$ cat config.mk
export PLATFORM = sky130hd
export DESIGN_NAME = switch_debounce
export DESIGN_NICKNAME = d
export VERILOG_FILES = /design/src/rtl/switch_pkg.sv /design/src/rtl/debounce_bit.sv /design/src/rtl/switch_debounce.sv
export SDC_FILE = /design/constraint.sdc
export NUM_CORES = 1
export LEC_CHECK = 0
export ABC_AREA = 1
export BUFFER_PORTS_ARGS = -buffer_cell sky130_fd_sc_hd__buf_4
export CAP_MARGIN = 10
export CORE_MARGIN = 2
export CORE_UTILIZATION = 30
export CTS_CLUSTER_SIZE = 20
export DETAILED_ROUTE_END_ITERATION = 6
export GPL_TIMING_DRIVEN = 1
export PLACE_DENSITY_LB_ADDON = 0.12
export SETUP_SLACK_MARGIN = 0.15
export SLEW_MARGIN = 20
export SYNTH_ARGS = -nofsm -noshare
export SYNTH_HDL_FRONTEND = slang
export SYNTH_SLANG_ARGS = --single-unit
$ cat constraint.sdc
create_clock -name clk -period 2.1 [get_ports clk]
set_clock_uncertainty 0.15 [all_clocks]
set_input_delay 0.105 -clock clk [delete_from_list [all_inputs] [get_ports clk]]
set_output_delay 0.105 -clock clk [all_outputs]
set_load 0.02 [all_outputs]
$ cat src/rtl/switch_pkg.sv
// Shared constants and types for the switch debounce block.
// Holds bus width, per-bit debounce state and bench cycle count.
package switch_pkg;

  localparam int SWITCH_WIDTH        = 8;
  localparam int DEBOUNCE_CYCLES_SIM = 4;

  typedef enum logic {
    STABLE,
    SETTLING
  } db_state_t;

  // Counter must hold n-1; keep at least one bit.
  function automatic int cnt_bits(input int n);
    return (n > 1) ? $clog2(n) : 1;
  endfunction

endpackage

$ cat src/rtl/debounce_bit.sv
// One switch bit: 2-flop synchronizer, settle counter and
// two-state FSM producing the registered debounced level.
module debounce_bit
  import switch_pkg::*;
#(
  parameter int DEBOUNCE_CYCLES = 500000
) (
  input  logic clk,
  input  logic rst,
  input  logic sw,
  output logic db,
  output logic upd
);

  localparam int CW = cnt_bits(DEBOUNCE_CYCLES);
  localparam logic [CW-1:0] LAST = CW'(DEBOUNCE_CYCLES - 1);
  localparam bit ONE_SHOT = (DEBOUNCE_CYCLES == 1);

  logic          s1;
  logic          s2;
  logic [CW-1:0] cnt;
  db_state_t     state;

  // High when db will load s2 on the coming edge.
  always_comb begin
    upd = 1'b0;
    if (s2 != db) begin
      if (ONE_SHOT)
        upd = 1'b1;
      else if (state == SETTLING && cnt == LAST)
        upd = 1'b1;
    end
  end

  always_ff @(posedge clk) begin
    if (rst) begin
      s1    <= 1'b0;
      s2    <= 1'b0;
      db    <= 1'b0;
      cnt   <= '0;
      state <= STABLE;
    end else begin
      s1 <= sw;
      s2 <= s1;
      unique case (state)
        STABLE: begin
          if (s2 != db) begin
            if (ONE_SHOT) begin
              db <= s2;
            end else begin
              state <= SETTLING;
              cnt   <= CW'(1);
            end
          end
        end
        SETTLING: begin
          if (s2 == db) begin
            cnt   <= '0;
            state <= STABLE;
          end else if (cnt == LAST) begin
            db    <= s2;
            cnt   <= '0;
            state <= STABLE;
          end else begin
            cnt <= cnt + CW'(1);
          end
        end
      endcase
    end
  end

endmodule

$ cat src/rtl/switch_debounce.sv
// Debounces a bus of switches; optional edge pulses are enabled
// with macro SWITCH_DEBOUNCE_EDGE_EN.
module switch_debounce
  import switch_pkg::*;
#(
  parameter int WIDTH           = SWITCH_WIDTH,
  parameter int DEBOUNCE_CYCLES = 500000
) (
  input  logic             clk,
  input  logic             rst,
  input  logic [WIDTH-1:0] switch,
  output logic [WIDTH-1:0] switch_db,
`ifdef SWITCH_DEBOUNCE_EDGE_EN
  output logic [WIDTH-1:0] switch_rise,
  output logic [WIDTH-1:0] switch_fall,
`endif
  output logic             switch_chg
);

  logic [WIDTH-1:0] upd;

  for (genvar i = 0; i < WIDTH; i++) begin : g_bit
    debounce_bit #(
      .DEBOUNCE_CYCLES(DEBOUNCE_CYCLES)
    ) u_bit (
      .clk(clk),
      .rst(rst),
      .sw (switch[i]),
      .db (switch_db[i]),
      .upd(upd[i])
    );
  end

  // Pulses land in the same cycle the new level appears.
  always_ff @(posedge clk) begin
    if (rst) begin
      switch_chg  <= 1'b0;
`ifdef SWITCH_DEBOUNCE_EDGE_EN
      switch_rise <= '0;
      switch_fall <= '0;
`endif
    end else begin
      switch_chg  <= |upd;
`ifdef SWITCH_DEBOUNCE_EDGE_EN
      switch_rise <= upd & ~switch_db;
      switch_fall <= upd & switch_db;
`else
`endif
    end
  end

endmodule

After elaboration in Yosys (flattened, before gate mapping)
Index checks and enable logic that the tools add are counted.
- output and inout bits: 9
- bits in registers: 185
- logic and storage cells: 194
- reduce and logical (&&, ||, !) cells: 17
- equal/unequal tests: 32
- bitwise operators: 16
- $add $sub $neg: 8
- mux-type cells: 80
- operators by type and width (kind ; number):
    19-bit 2-to-1 mux ; 24
    19-bit one-hot mux with 2 select lines ; 8
    19-bit by 1-bit adder with 19-bit output (second input constant) ; 8
    19-bit equality test (second input constant) ; 8
    1-bit 2-to-1 mux ; 40
    3-bit AND reduction ; 8
    2-bit by 1-bit inequality test with 1-bit output (second input constant) ; 8
    1-bit inverter ; 16
    1-bit one-hot mux with 2 select lines ; 8
    1-bit equality test ; 8
    1-bit logical AND ; 8
    1-bit inequality test ; 8
    8-bit OR reduction ; 1

Depth between registers and ports, before layout
- word-level depth: 5
- mapped depth: 12
- gate-level depth less buffers: 12

Hierarchy
A second synthesis with hierarchy kept.
- cells, all modules: 1825
- area total of the unflattened synthesis: 11911.4 sq um
- by module, submodules not included (module ; area an instance (sq um) ; cells an instance ; sequential area each (sq um) ; instances):
    debounce_bit ; 1482.7 ; 227 ; 460.4 ; 8
    switch_debounce ; 50.0 ; 9 ; 20.0 ; 1

Worst setup path after synthesis
Ideal clock, no wire load.
- kind: register -> register
- start: register g_bit[2].u_bit.cnt[0]
- end: register g_bit[2].u_bit.cnt[16]
- required time: 1835 ps
- cell stages (with the launch flop): 13
- setup time: 115 ps
- period minus slack after synthesis: 1702 ps
- slack: 398 ps
- path buffers: 0
- arrival time: 1436 ps
- path through: dfxtp_1 ha_1 nand2_2 nor2_4 inv_2 nor2_4 nand2_2 clkinv_2 nand2_4 nor2_4 nand2_1 nand2_1 a21oi_2
- cells in the longest elaborated chain, start to end: 4
- ends and longest elaborated chain (item ; RTL line ; source):
    start, declared ; debounce_bit.sv:21 ; logic [CW-1:0] cnt;
    start signal, assigned ; debounce_bit.sv:65 ; cnt <= cnt + CW'(1);
    19-bit by 1-bit adder with 19-bit output or 19-bit equality test (tied branches) ; debounce_bit.sv:65, debounce_bit.sv:60 ;
    19-bit 2-to-1 mux * ; debounce_bit.sv:60 ; end else if (cnt == LAST) begin
    19-bit 2-to-1 mux * ; debounce_bit.sv:57 ; if (s2 == db) begin
    19-bit one-hot mux with 2 select lines * ; debounce_bit.sv:45 ; unique case (state)
Mark *: on every way between the ends. The rest lies on a longest branch, timed or not.
A chain may end at the register's enable or synchronous reset.

Final worst setup path
Ends and elaborated chain as after synthesis.

==> results.md <==
* Status: complete, no violations
* Layout Nets at 1626
* Post-placement cell count at 2019
* Initial Util at 30.5%
* Die Wd at 189 um
* Post-Place Cell Area at 10900 um2
* Gr ovfl total at 0
* CP bufs+invs at 2
* Fin. max-slew vios at 0
* Rel. slew slack at 59.1%
* Largest net degree at the start of global routing at 127
* Worst path most repeated cell: nor2_4
* Crit share post-route at 85.2%
* Actual slew at the worst max-slew pin at 614 ps
* Chip Height at 189 um
* Pwr dens at 606 nW/um2
* Area share of xor/xnor cells in the synthesized design at 3.25%
* Port bufs at 18
* Worst-Skew Late Latency at 440 ps
* Vias post-DR at 9467
* Synth Area in Compound Gates at 13.8%
* Synth async-reset ratio at 0%
* Crit path max fanout at 5
* Top sig layer: met4
* Critical path endpoint category: flip-flop
* Synth-to-Final Area Change at 14.6%
* Cell Rows at 67
* Final Hold Viols at 0
* CP Launch Type: flip-flop
* WL/cell at 11.6 um
* WL met2 at 10800 um
* Area share of the largest cell type after synthesis at 36.2%
* DRT met1 WL at 12300 um
* Gr usage total at 14.0%
* Synthesized netlist cell count at 1575
* CP Data Arrival Time at 1970 ps
* Fmax at 559 MHz
* Synth Warn # at 0
* Core footprint at 33500 um2
* Cell taking the most area after synthesis: dfxtp_1
* Wirelength, routed at 24000 um
* Max Cap Viol at 0
* Unrepaired setup endpoints after global routing: false
* Synth Cell Area at 10200 um2
* Sw power at 1.66 mW
* Worst VDD drop at 0.537 mV
* Synth top area cells: dfxtp_1 36%, nand2_1 17%, a21oi_1 7.1%
* Comb power frac at 3.4%
* Distinct cell type count after synthesis at 49
* Post-Synth Simple-Gate Area at 36.0%
* EDFF count, synth at 0
* H-tree depth at 4
* Final min period at 1790 ps
* CTS tree: done
* Number of global-route vias before repair at 8913
* DR vias/cell at 4.58
* Crit path kind: flip-flop to flip-flop
* Post-DP HPWL at 16500 um
* First-pass GRT wire length at 41900 um
* CP max stage cell: dfxtp_1
* DR iter-0 viols at 479
* Register share of total power at 50.0%
* Final ANT Viol Nets at 0
* Initial antenna violation count at 0
* Worst path max stage delay at 390 ps
* Sw frac at 23.3%
* Design Area, Final at 11700 um2
* Power Total at 7.11 mW
* Crit path required time at 2280 ps
* Mux share of post-synthesis cell area at 0.110%
* Clock power frac at 46.6%
* Pre-Repair DR Iteration Count at 5
* Most frequent cell after synthesis: nand2_1
* CTS buffer count at 17
* Layout cells sized above 1 at 9.94%
* Main combinational cell family by area after synthesis: simple AND/OR/NAND/NOR gates
* Met3 WL at 540 um
* Post-synth top cells: 464 x nand2_1, 186 x inv_1, 185 x dfxtp_1
* Final Non-Filler Cells at 2068
* Adder-cell share of the synthesized area at 0.978%
* Crit path max-delay family: simple AND/OR/NAND/NOR gates
* Reg clk slew, reported paths at 70 ps
* Mean post-synth cell area at 6.50 um2
* DRC at 0
* Clock root buffer: clkbuf_16
* CP cell instances: ha_1 -> nand2_2 -> nor2_4 -> inv_2 -> nor2_4 -> nand2_2 -> clkinv_2 -> nand2_4 -> nor2_4 -> nand2_1 -> nand2_1 -> a21oi_2
* Die Area at 35600 um2
* Syn nets at 1593
* Setup violators final at 0
* CTS Sinks at 185
* HP Class: flip-flop to flip-flop
* Sequential element share of the synthesized area at 36.2%
* Leak pwr at 4.16 nW
* GPL Wtd Cong at 0.784
* Setup TNS Final at 0 ps
* Diodes inserted at 0
* IO Count at 19
* Int Pwr at 5.45 mW
* Dominant synthesized flop cell: dfxtp_1
* Clock Path Buffers at 2
* Register bit total from synthesis at 185
-- worst reg2reg max path: stages, from the launching register on --
cell and delay (ps):
dfxtp_1 390, ha_1 240, nand2_2 100, nor2_4 140, inv_2 70, nor2_4 100, nand2_2 90, clkinv_2 90
nand2_4 50, nor2_4 90, nand2_1 60, nand2_1 70, a21oi_2 50
-- stage by stage --
| stage | util, % | hold slack (ps) | worst slack, ps |
|---|---|---|---|
| after CTS | 34.5 | 229 | 182 |
| final | 35.0 | 249 | 311 |
| after global placement | 32.5 | 154 | 76.9 |
| after floorplan | - | 62.0 | 398 |
| after global routing | 35.0 | 253 | 149 |
| after detailed placement | 32.5 | 162 | 82.3 |
-- layout by cell type, fill, tap and decap left out, types with 3 or more instances in the layout --
| cell type | synthesis | final |
|---|---|---|
| clkbuf_16 | 0 | 17 |
| or2_2 | 5 | 5 |
| xnor2_1 | 15 | 15 |
| o21ai_1 | 5 | 5 |
| nand2_2 | 8 | 12 |
| xor2_1 | 23 | 23 |
| nand4_1 | 45 | 45 |
| nand3b_1 | 3 | 3 |
| o2111ai_1 | 4 | 4 |
| nand3_1 | 89 | 89 |
| nor2_2 | 17 | 15 |
| inv_1 | 186 | 185 |
| nor2_4 | 8 | 14 |
| dfxtp_2 | 0 | 4 |
| inv_6 | 0 | 6 |
| o211ai_1 | 3 | 3 |
| ha_1 | 8 | 8 |
| o21bai_1 | 5 | 5 |
| buf_4 | 16 | 46 |
| dfxtp_1 | 185 | 181 |
| nor3_1 | 36 | 36 |
| nor3_4 | 3 | 3 |
| a21oi_2 | 3 | 3 |
| dlygate4sd3_1 | 0 | 9 |
| nor2_1 | 158 | 154 |
| a31oi_4 | 3 | 3 |
| buf_12 | 0 | 4 |
| nand2_1 | 464 | 460 |
| a21oi_1 | 146 | 146 |
| inv_2 | 8 | 8 |
| o21ai_0 | 75 | 75 |
-- flip-flops by register name, summed over array words and instances (netlist names) --
signal and count:
g_bit.u_bit.s1 8, switch_chg 1, g_bit.u_bit.s2 8, g_bit.u_bit.state 8, g_bit.u_bit.db 8, g_bit.u_bit.cnt 152
-- what timing repair did --
| action | 4_1_cts | 5_1_grt |
|---|---|---|
| pin swaps | 0 | 4 |
| buffers inserted | 0 | 9 |
| gates resized for setup | 1 | 21 |
| endpoints found under the hold margin | 18 | 0 |
| hold buffers | 9 | 0 |
| endpoints found under the setup margin | 12 | 52 |
-- logic make-up after synthesis --
family | Yosys count
AND/OR/NAND/NOR | 847
flip-flops | 185
multiplexers | 1
buffers and inverters | 242
adder cells (fa/ha/maj) | 8
AO/OA/AOI/OAI | 254
XOR/XNOR | 38
-- routing by layer --
layer | track usage (%) | up-vias
li1 | - | 5123
met1 | 18.6 | 4244
met2 | 23.2 | 76
met3 | 2.25 | 24
met4 | 4.78 | 0
met5 | 0 | -
-- worst paths after layout --
path	startpoint	to	slack, ps	cells past startpoint
worst max-delay path	g_bit[2].u_bit.cnt[0]	g_bit[2].u_bit.cnt[16]	310	12
worst min-delay path	g_bit[6].u_bit.s1	g_bit[6].u_bit.s2	250	2
worst max register to register	g_bit[2].u_bit.cnt[0]	g_bit[2].u_bit.cnt[16]	310	12
worst min register to register	g_bit[6].u_bit.s1	g_bit[6].u_bit.s2	250	2
-- power by group through the flow --
| stage | Combinational (mW) | Clock (mW) | Sequential (mW) |
|---|---|---|---|
| detailed placement | 0.238 | 0 | 3.63 |
| global route | 0.277 | 3.61 | 3.55 |
| global placement | 0.238 | 0 | 3.63 |
| CTS | 0.252 | 3.48 | 3.55 |
| finish | 0.244 | 3.31 | 3.55 |
| floorplan | 0.143 | 0 | 3.63 |
-- layout make-up --
class / instances / area, um2
fillers: 3678 / 21800
clock buffers: 20 / 457
clock inverters: 11 / 135
repair buffers: 60 / 527
inverters: 196 / 739
well taps: 448 / 561
multi-input cells: 1148 / 5600
flip-flops and latches: 185 / 3710
Power figures use the tool's default switching activity.
